$ cat src/rtl/shift_arb_ctrl.sv
// Round-robin arbiter and LOAD/SHIFT/CAPT sequencer driving one registered 8-bit shifter.
// Optional macro XACT_CNT_EN adds per-requester 16-bit completion counters cnt0/cnt1.
module shift_arb_ctrl #(
    parameter int DW = 8,
    parameter int SW = 3
) (
    input  logic          clk,
    input  logic          rst,
    input  logic          req0,
    input  logic [1:0]    op0,
    input  logic [SW-1:0] amt0,
    input  logic [DW-1:0] din0,
    input  logic          req1,
    input  logic [1:0]    op1,
    input  logic [SW-1:0] amt1,
    input  logic [DW-1:0] din1,
    output logic          gnt0,
    output logic          gnt1,
    output logic          done0,
    output logic          done1,
    output logic          err,
    output logic [DW-1:0] result,
    output logic          busy,
    output logic [1:0]    sh_c,
    output logic [SW-1:0] sh_s,
    output logic [DW-1:0] sh_i,
    input  logic [DW-1:0] sh_o
`ifdef XACT_CNT_EN
    ,
    output logic [15:0]   cnt0,
    output logic [15:0]   cnt1
`endif
);

    typedef enum logic [1:0] {IDLE, LOAD, SHIFT, CAPT} state_e;

    state_e        state_q, state_d;
    logic [1:0]    op_q, op_d;
    logic [SW-1:0] amt_q, amt_d;
    logic [DW-1:0] din_q, din_d;
    logic          last_q, last_d;
    logic          win_q, win_d;
    logic          gnt0_q, gnt0_d, gnt1_q, gnt1_d;
    logic          done0_q, done0_d, done1_q, done1_d;
    logic          err_q, err_d;
    logic [DW-1:0] result_q, result_d;
    logic          sel1;
    logic [1:0]    sel_op;

    always_ff @(posedge clk or posedge rst) begin
        if (rst) begin
            state_q  <= IDLE;
            op_q     <= '0;
            amt_q    <= '0;
            din_q    <= '0;
            last_q   <= 1'b1;
            win_q    <= 1'b0;
            gnt0_q   <= 1'b0;
            gnt1_q   <= 1'b0;
            done0_q  <= 1'b0;
            done1_q  <= 1'b0;
            err_q    <= 1'b0;
            result_q <= '0;
        end else begin
            state_q  <= state_d;
            op_q     <= op_d;
            amt_q    <= amt_d;
            din_q    <= din_d;
            last_q   <= last_d;
            win_q    <= win_d;
            gnt0_q   <= gnt0_d;
            gnt1_q   <= gnt1_d;
            done0_q  <= done0_d;
            done1_q  <= done1_d;
            err_q    <= err_d;
            result_q <= result_d;
        end
    end

    always_comb begin
        // Requester 1 wins if alone, or on a tie when requester 0 was served last.
        sel1     = req1 && (!req0 || !last_q);
        sel_op   = sel1 ? op1 : op0;
        state_d  = state_q;
        op_d     = op_q;
        amt_d    = amt_q;
        din_d    = din_q;
        last_d   = last_q;
        win_d    = win_q;
        gnt0_d   = 1'b0;
        gnt1_d   = 1'b0;
        done0_d  = 1'b0;
        done1_d  = 1'b0;
        err_d    = err_q;
        result_d = result_q;
        case (state_q)
            IDLE: begin
                if (req0 || req1) begin
                    op_d    = sel_op;
                    amt_d   = sel1 ? amt1 : amt0;
                    din_d   = sel1 ? din1 : din0;
                    last_d  = sel1;
                    win_d   = sel1;
                    gnt0_d  = !sel1;
                    gnt1_d  = sel1;
                    state_d = (sel_op == 2'b11) ? CAPT : LOAD;
                end
            end
            LOAD: begin
                state_d = ((op_q == 2'b01 || op_q == 2'b10) && amt_q != '0) ? SHIFT : CAPT;
            end
            SHIFT: state_d = CAPT;
            CAPT: begin
                if (op_q != 2'b11) begin
                    result_d = sh_o;
                    err_d    = 1'b0;
                end else begin
                    err_d    = 1'b1;
                end
                done0_d = !win_q;
                done1_d = win_q;
                state_d = IDLE;
            end
            default: state_d = IDLE;
        endcase
    end

    always_comb begin
        sh_c = 2'b00;
        case (state_q)
            LOAD:    sh_c = 2'b11;
            SHIFT:   sh_c = op_q;
            default: sh_c = 2'b00;
        endcase
    end

    assign sh_s   = amt_q;
    assign sh_i   = din_q;
    assign gnt0   = gnt0_q;
    assign gnt1   = gnt1_q;
    assign done0  = done0_q;
    assign done1  = done1_q;
    assign err    = err_q;
    assign result = result_q;
    assign busy   = (state_q != IDLE);

`ifdef XACT_CNT_EN
    logic [15:0] cnt0_q, cnt1_q;

    always_ff @(posedge clk or posedge rst) begin
        if (rst) begin
            cnt0_q <= '0;
            cnt1_q <= '0;
        end else if (state_q == CAPT) begin
            if (win_q) cnt1_q <= cnt1_q + 16'd1;
            else       cnt0_q <= cnt0_q + 16'd1;
        end
    end

    assign cnt0 = cnt0_q;
    assign cnt1 = cnt1_q;
`endif

endmodule

$ cat config.mk
export PLATFORM = sky130hd
export DESIGN_NAME = shift_arb_ctrl
export DESIGN_NICKNAME = d
export VERILOG_FILES = /design/src/rtl/shift_arb_ctrl.sv
export SDC_FILE = /design/constraint.sdc
export NUM_CORES = 1
export LEC_CHECK = 0
export BUFFER_PORTS_ARGS = -buffer_cell sky130_fd_sc_hd__buf_2
export CAP_MARGIN = 10
export CORE_MARGIN = 3
export CORE_UTILIZATION = 50
export CTS_BUF_LIST = sky130_fd_sc_hd__clkbuf_8
export DETAILED_ROUTE_END_ITERATION = 8
export PLACE_DENSITY = 0.85
export SYNTH_ARGS = -nofsm -noshare
export SYNTH_HDL_FRONTEND = slang
export SYNTH_SLANG_ARGS = --single-unit
$ cat constraint.sdc
create_clock -name clk -period 4.2 [get_ports clk]
set_input_delay 0.84 -clock clk [delete_from_list [all_inputs] [get_ports clk]]
set_output_delay 0.84 -clock clk [all_outputs]
set_load 0.02 [all_outputs]
# ---- Word-level counts from Yosys, hierarchy flattened
# Cells that the tools add are included.
dict set report word_totals {
  out_inout_bits 27
  register_bits 30
  inputBits 38
  elab_cells 49
}
dict set report classes {
  n_eq_ne 8
  n_mux 15
  n_reduce_logical 14
}
# op n
set op_table {}
lappend op_table {{== test 2 bit (second input constant)} 4}
lappend op_table {{two-way mux 1 bit} 8}
lappend op_table {{two-way mux 8 bit} 1}
lappend op_table {{case mux 2 bit (4 select lines)} 1}
lappend op_table {{two-way mux 2 bit} 3}
lappend op_table {{== test 2 x 1 -> 1 bit (second input constant)} 2}
lappend op_table {{logical NOT 1 bit} 4}
lappend op_table {{!= test 2 bit (second input constant)} 2}
lappend op_table {{case mux 2 bit (2 select lines)} 1}
lappend op_table {{AND reduction 2 bit} 2}
lappend op_table {{logical OR 1 bit} 3}
lappend op_table {{two-way mux 3 bit} 1}
lappend op_table {{nonzero test 3 bit} 1}
lappend op_table {{logical AND 1 bit} 2}
lappend op_table {{logical NOT 2 bit} 1}
lappend op_table {{nonzero test 2 bit} 1}

# ---- Longest topological paths before layout
dict set report logic_depth {
  ltp_word 8
  ltp_mapped 6
  depth_no_buf 5
}

# ---- Least setup slack after synthesis
# OpenSTA, ideal clock, no wires.
dict set report synth_timing {
  kind {reg2out}
  start {register state_q[0]}
  end {output sh_c[0]}
  required_time_ns 3.360
  arrival_ns 1.077
  stages_incl_launch_ff 4
  path_buffers 0
  path_slack_ns 2.283
  path_cell_list {dfrtp_1 -> inv_1 -> ha_1 -> nor2b_1}
}
dict set report synth_via {
  elab_chain_len 2
  elab_cells_between_ends 3
  cone_classes {2 x eq/ne; 1 x mux}
}
# element line_no
set synth_lines {}
lappend synth_lines {{start: declaration} 37} ;# state_e state_q, state_d;
lappend synth_lines {{start signal: assignment} 65} ;# state_q <= state_d;
lappend synth_lines {{== test 2 bit or == test 2 x 1 -> 1 bit (tied branches)} 130} ;# case (state_q)
lappend synth_lines {{case mux 2 bit (2 select lines) (*)} 130}
lappend synth_lines {{end: declaration} 24} ;# output logic [1:0] sh_c,
# Mark *: on every way between the ends. The rest lies on a longest branch, timed or not.

# ---- Worst setup path in the final report
dict set report layout_timing {
  start {register state_q[0]}
  end {output busy}
}
dict set report layout_via {
  elab_chain_len 1
}
# element line_no
set layout_lines {}
lappend layout_lines {{nonzero test 2 bit} 145} ;# assign busy = (state_q != IDLE);
lappend layout_lines {{end: declaration} 23} ;# output logic busy,
# Every way passes these cells.

==> metrics.cfg <==
[grt]
global_route.usage.total_pct=18.5
grt_start_max_net_pins=31
global_route.overflow_total=0
number_of_global_route_vias_before_repair=1074
grt_first_pass_wirelength_um=4670
antenna_found_initial=0

[critical_path]
endpoint_kind=primary output
cp_slowest_stage_delay_ns=0.42
worstSetupStartpointType=flip-flop
critical_path_peak_fanout=7
criticalPathCategory=reg -> out
crit_path_cell_trace=inv_1 -> ha_1 -> inv_1 -> buf_2
worst_ep_arrival_time_ns=1.46
worst-endpoint-required_ns=3.36
worst_path_most_repeated_cell=inv_1
worst_path_max_delay_cell=dfrtp_1

[sta]
timing.hold.ws_ns=0.467
max_freq_ghz=0.435
rsz0062_at_grt=false
slew_headroom_pct=32.1
final_critical_path_setup_slack_ns=1.90
finalClockSkew_ns=0.00852
layout_min_cycle_time_ns=2.30
setup_viol=0
final.setup.tns_ns=0
crit_share_post_route_pct=54.7
timing_hold_violations_final=0
report.final.slew_viol_count=0
max_slew.worst_pin.slew_ns=1.02

[floorplan]
dieArea_um2=3420
vert_die_dim_um=58.5
floorplan.die.width_um=58.5
design.core.area_um2=2540
num_io_pins=65
placementRows=18
initial_utilization_pct=54.1

[placed_design]
placement.io_buffers=64
placed_area_um2=1700
dp_hpwl_um=2160
dp_slack_ns=2.03
gp_congestion=0.728
place_inst=203

[cells_and_area]
post-route-util_pct=71.5
area.growth.synth_to_final_pct=32.1
layout_commonest_cell=buf_2
area_of_all_placed_cells_without_fillers_um2=1820
num_antenna_cells=0
most-common-layout-cells=64 x buf_2, 29 x dfrtp_1, 13 x nand2_1, 12 x mux2i_1, 9 x mux2_2
final.fill_count=195
drive_gt1_share_pct=48.9
multiInputGateArea_um2=576
final-seq-area_um2=752
finalNonFillerCells=212
post_layout_net_count=224

[clock_network]
post_cts.repair.setup_buffers=0
clkSinkCount=30
clkLatencyLatePin_ns=0.28
cts-resized-gates=0
tritoncts=built
path_clk_slew_ns=0.06
cts_made_buffers=5
clock_tree.buffer_depth=2
cts-hold-fix-buffers=0
clock_tree.root_cell=clkbuf_8
cts_htree_levels=2

[synth]
cell_accounting_for_the_most_synthesized_area=dfrtp_1
ys_top_cells_by_area=dfrtp_1 53%, mux2i_1 8.7%, mux2_2 7.4%
synth_cell_type_count=26
synth_warnings=0
synth_top_area_share_pct=52.7
number_of_synthesized_register_bits=30
synthesis.area_um2=1380
syn_area_per_cell_um2=12.2
synth.yosys.seq_area_share_pct=54.6
syn_nets=156
synthesis.instances=113

[route]
drtPass1Iterations=4
vias_per_cell=5.06
postRouteAntennaNets=0
detail_route.drc_violations=0
via_count=1073
average_detailed_routed_wire_length_per_instance_um=13.2
route.final.wire_length_um=2800
detail_route.iter0.violations=7

[power_and_ir_drop]
power.static_leakage_nw=0.966
fin_total_pwr_mw=1.42
areal_power_density_over_the_cells_nw_per_um2=779
vdd.ir_drop.worst_uv=512

[status]
run_status=finished, final reports clean

[min_path]
worstHoldPathType=reg -> reg

[flow_run]
count_of_maximum_capacitance_violations=0

==> synthesized netlist by cell type <==
library cell / n
o21ai_2: 3
o31ai_1: 1
mux2_2: 9
and2_2: 1
o21ai_0: 4
nand2_1: 13
ha_1: 5
or2b_1: 1
nor2b_1: 4
inv_1: 4
buf_2: 3
nor2_1: 1
dfstp_2: 1
mux2i_1: 12
a31oi_1: 1
a21o_1: 1
dfrtp_1: 29
buf_12: 1
a21oi_1: 6
and4bb_2: 1
and2_1: 1
o31ai_2: 1
a32oi_1: 1
a22oi_1: 1
a21boi_4: 1
o21ai_1: 7
==> final cells by class <==
| type | instances | share of cell area [%] |
|---|---|---|
| Multi-Input combinational cell | 75 | 31.6 |
| Timing Repair Buffer | 65 | 19.1 |
| Sequential cell | 30 | 41.3 |
| Clock inverter | 2 | 0.481 |
| Inverter | 4 | 0.825 |
| Clock buffer | 6 | 4.54 |
| Tap cell | 30 | 2.06 |
==> power breakdown <==
group / leakage, nW / switching [mW] / internal (mW) / total, mW
Sequential: 0.370 / 0.0829 / 0.431 / 0.514
Clock: 0.0524 / 0.101 / 0.129 / 0.230
Combinational: 0.544 / 0.400 / 0.273 / 0.673
==> critical path, delay by kind of cell, from the launching register on <==
kind	cells	cell delay, ns
fa+ha+maj	1	0.29
buf+inv	3	0.46
flops	1	0.42
==> kinds of logic after synthesis <==
group	share of synthesized area, %
AOI/OAI and AO/OA	13.1
adders and majority gates	4.54
muxes	16.1
DFF	54.6
and+or+nand+nor	8.08
buffers and inverters	3.63
==> metal layers <==
metal,GRT usage [%],up-vias,wire [um]
met5,0,-,0
met3,8.77,6,332
li1,-,529,-
met1,20.9,483,1120
met2,30.5,55,1310
met4,6.95,0,40
==> worst paths after layout <==
path                       slack (ns)              startpoint  cells past startpoint                     end
max reg2reg                      2.47  state_q[1]$_DFFE_PP0P_                      3   result[6]$_DFFE_PP0P_
max                              1.90  state_q[0]$_DFFE_PP0P_                      4                    busy
min in group asynchronous        0.52                     rst                      2  state_q[0]$_DFFE_PP0P_
min reg2reg                      0.47       win_q$_DFFE_PP0P_                      1         done0$_DFF_PP0_
max in group asynchronous        3.25                     rst                      3     sh_i[2]$_DFFE_PP0P_
min                              0.47       win_q$_DFFE_PP0P_                      1         done0$_DFF_PP0_
==> state kept, by name, summed over array words and instances (netlist names) <==
name     count
win_q        1
gnt1         1
gnt0         1
done1        1
sh_i         8
last_q       1
done0        1
state_q      2
err          1
op_q         2
sh_s         3
result       8
Note: power is estimated with default switching activity, not from simulation.
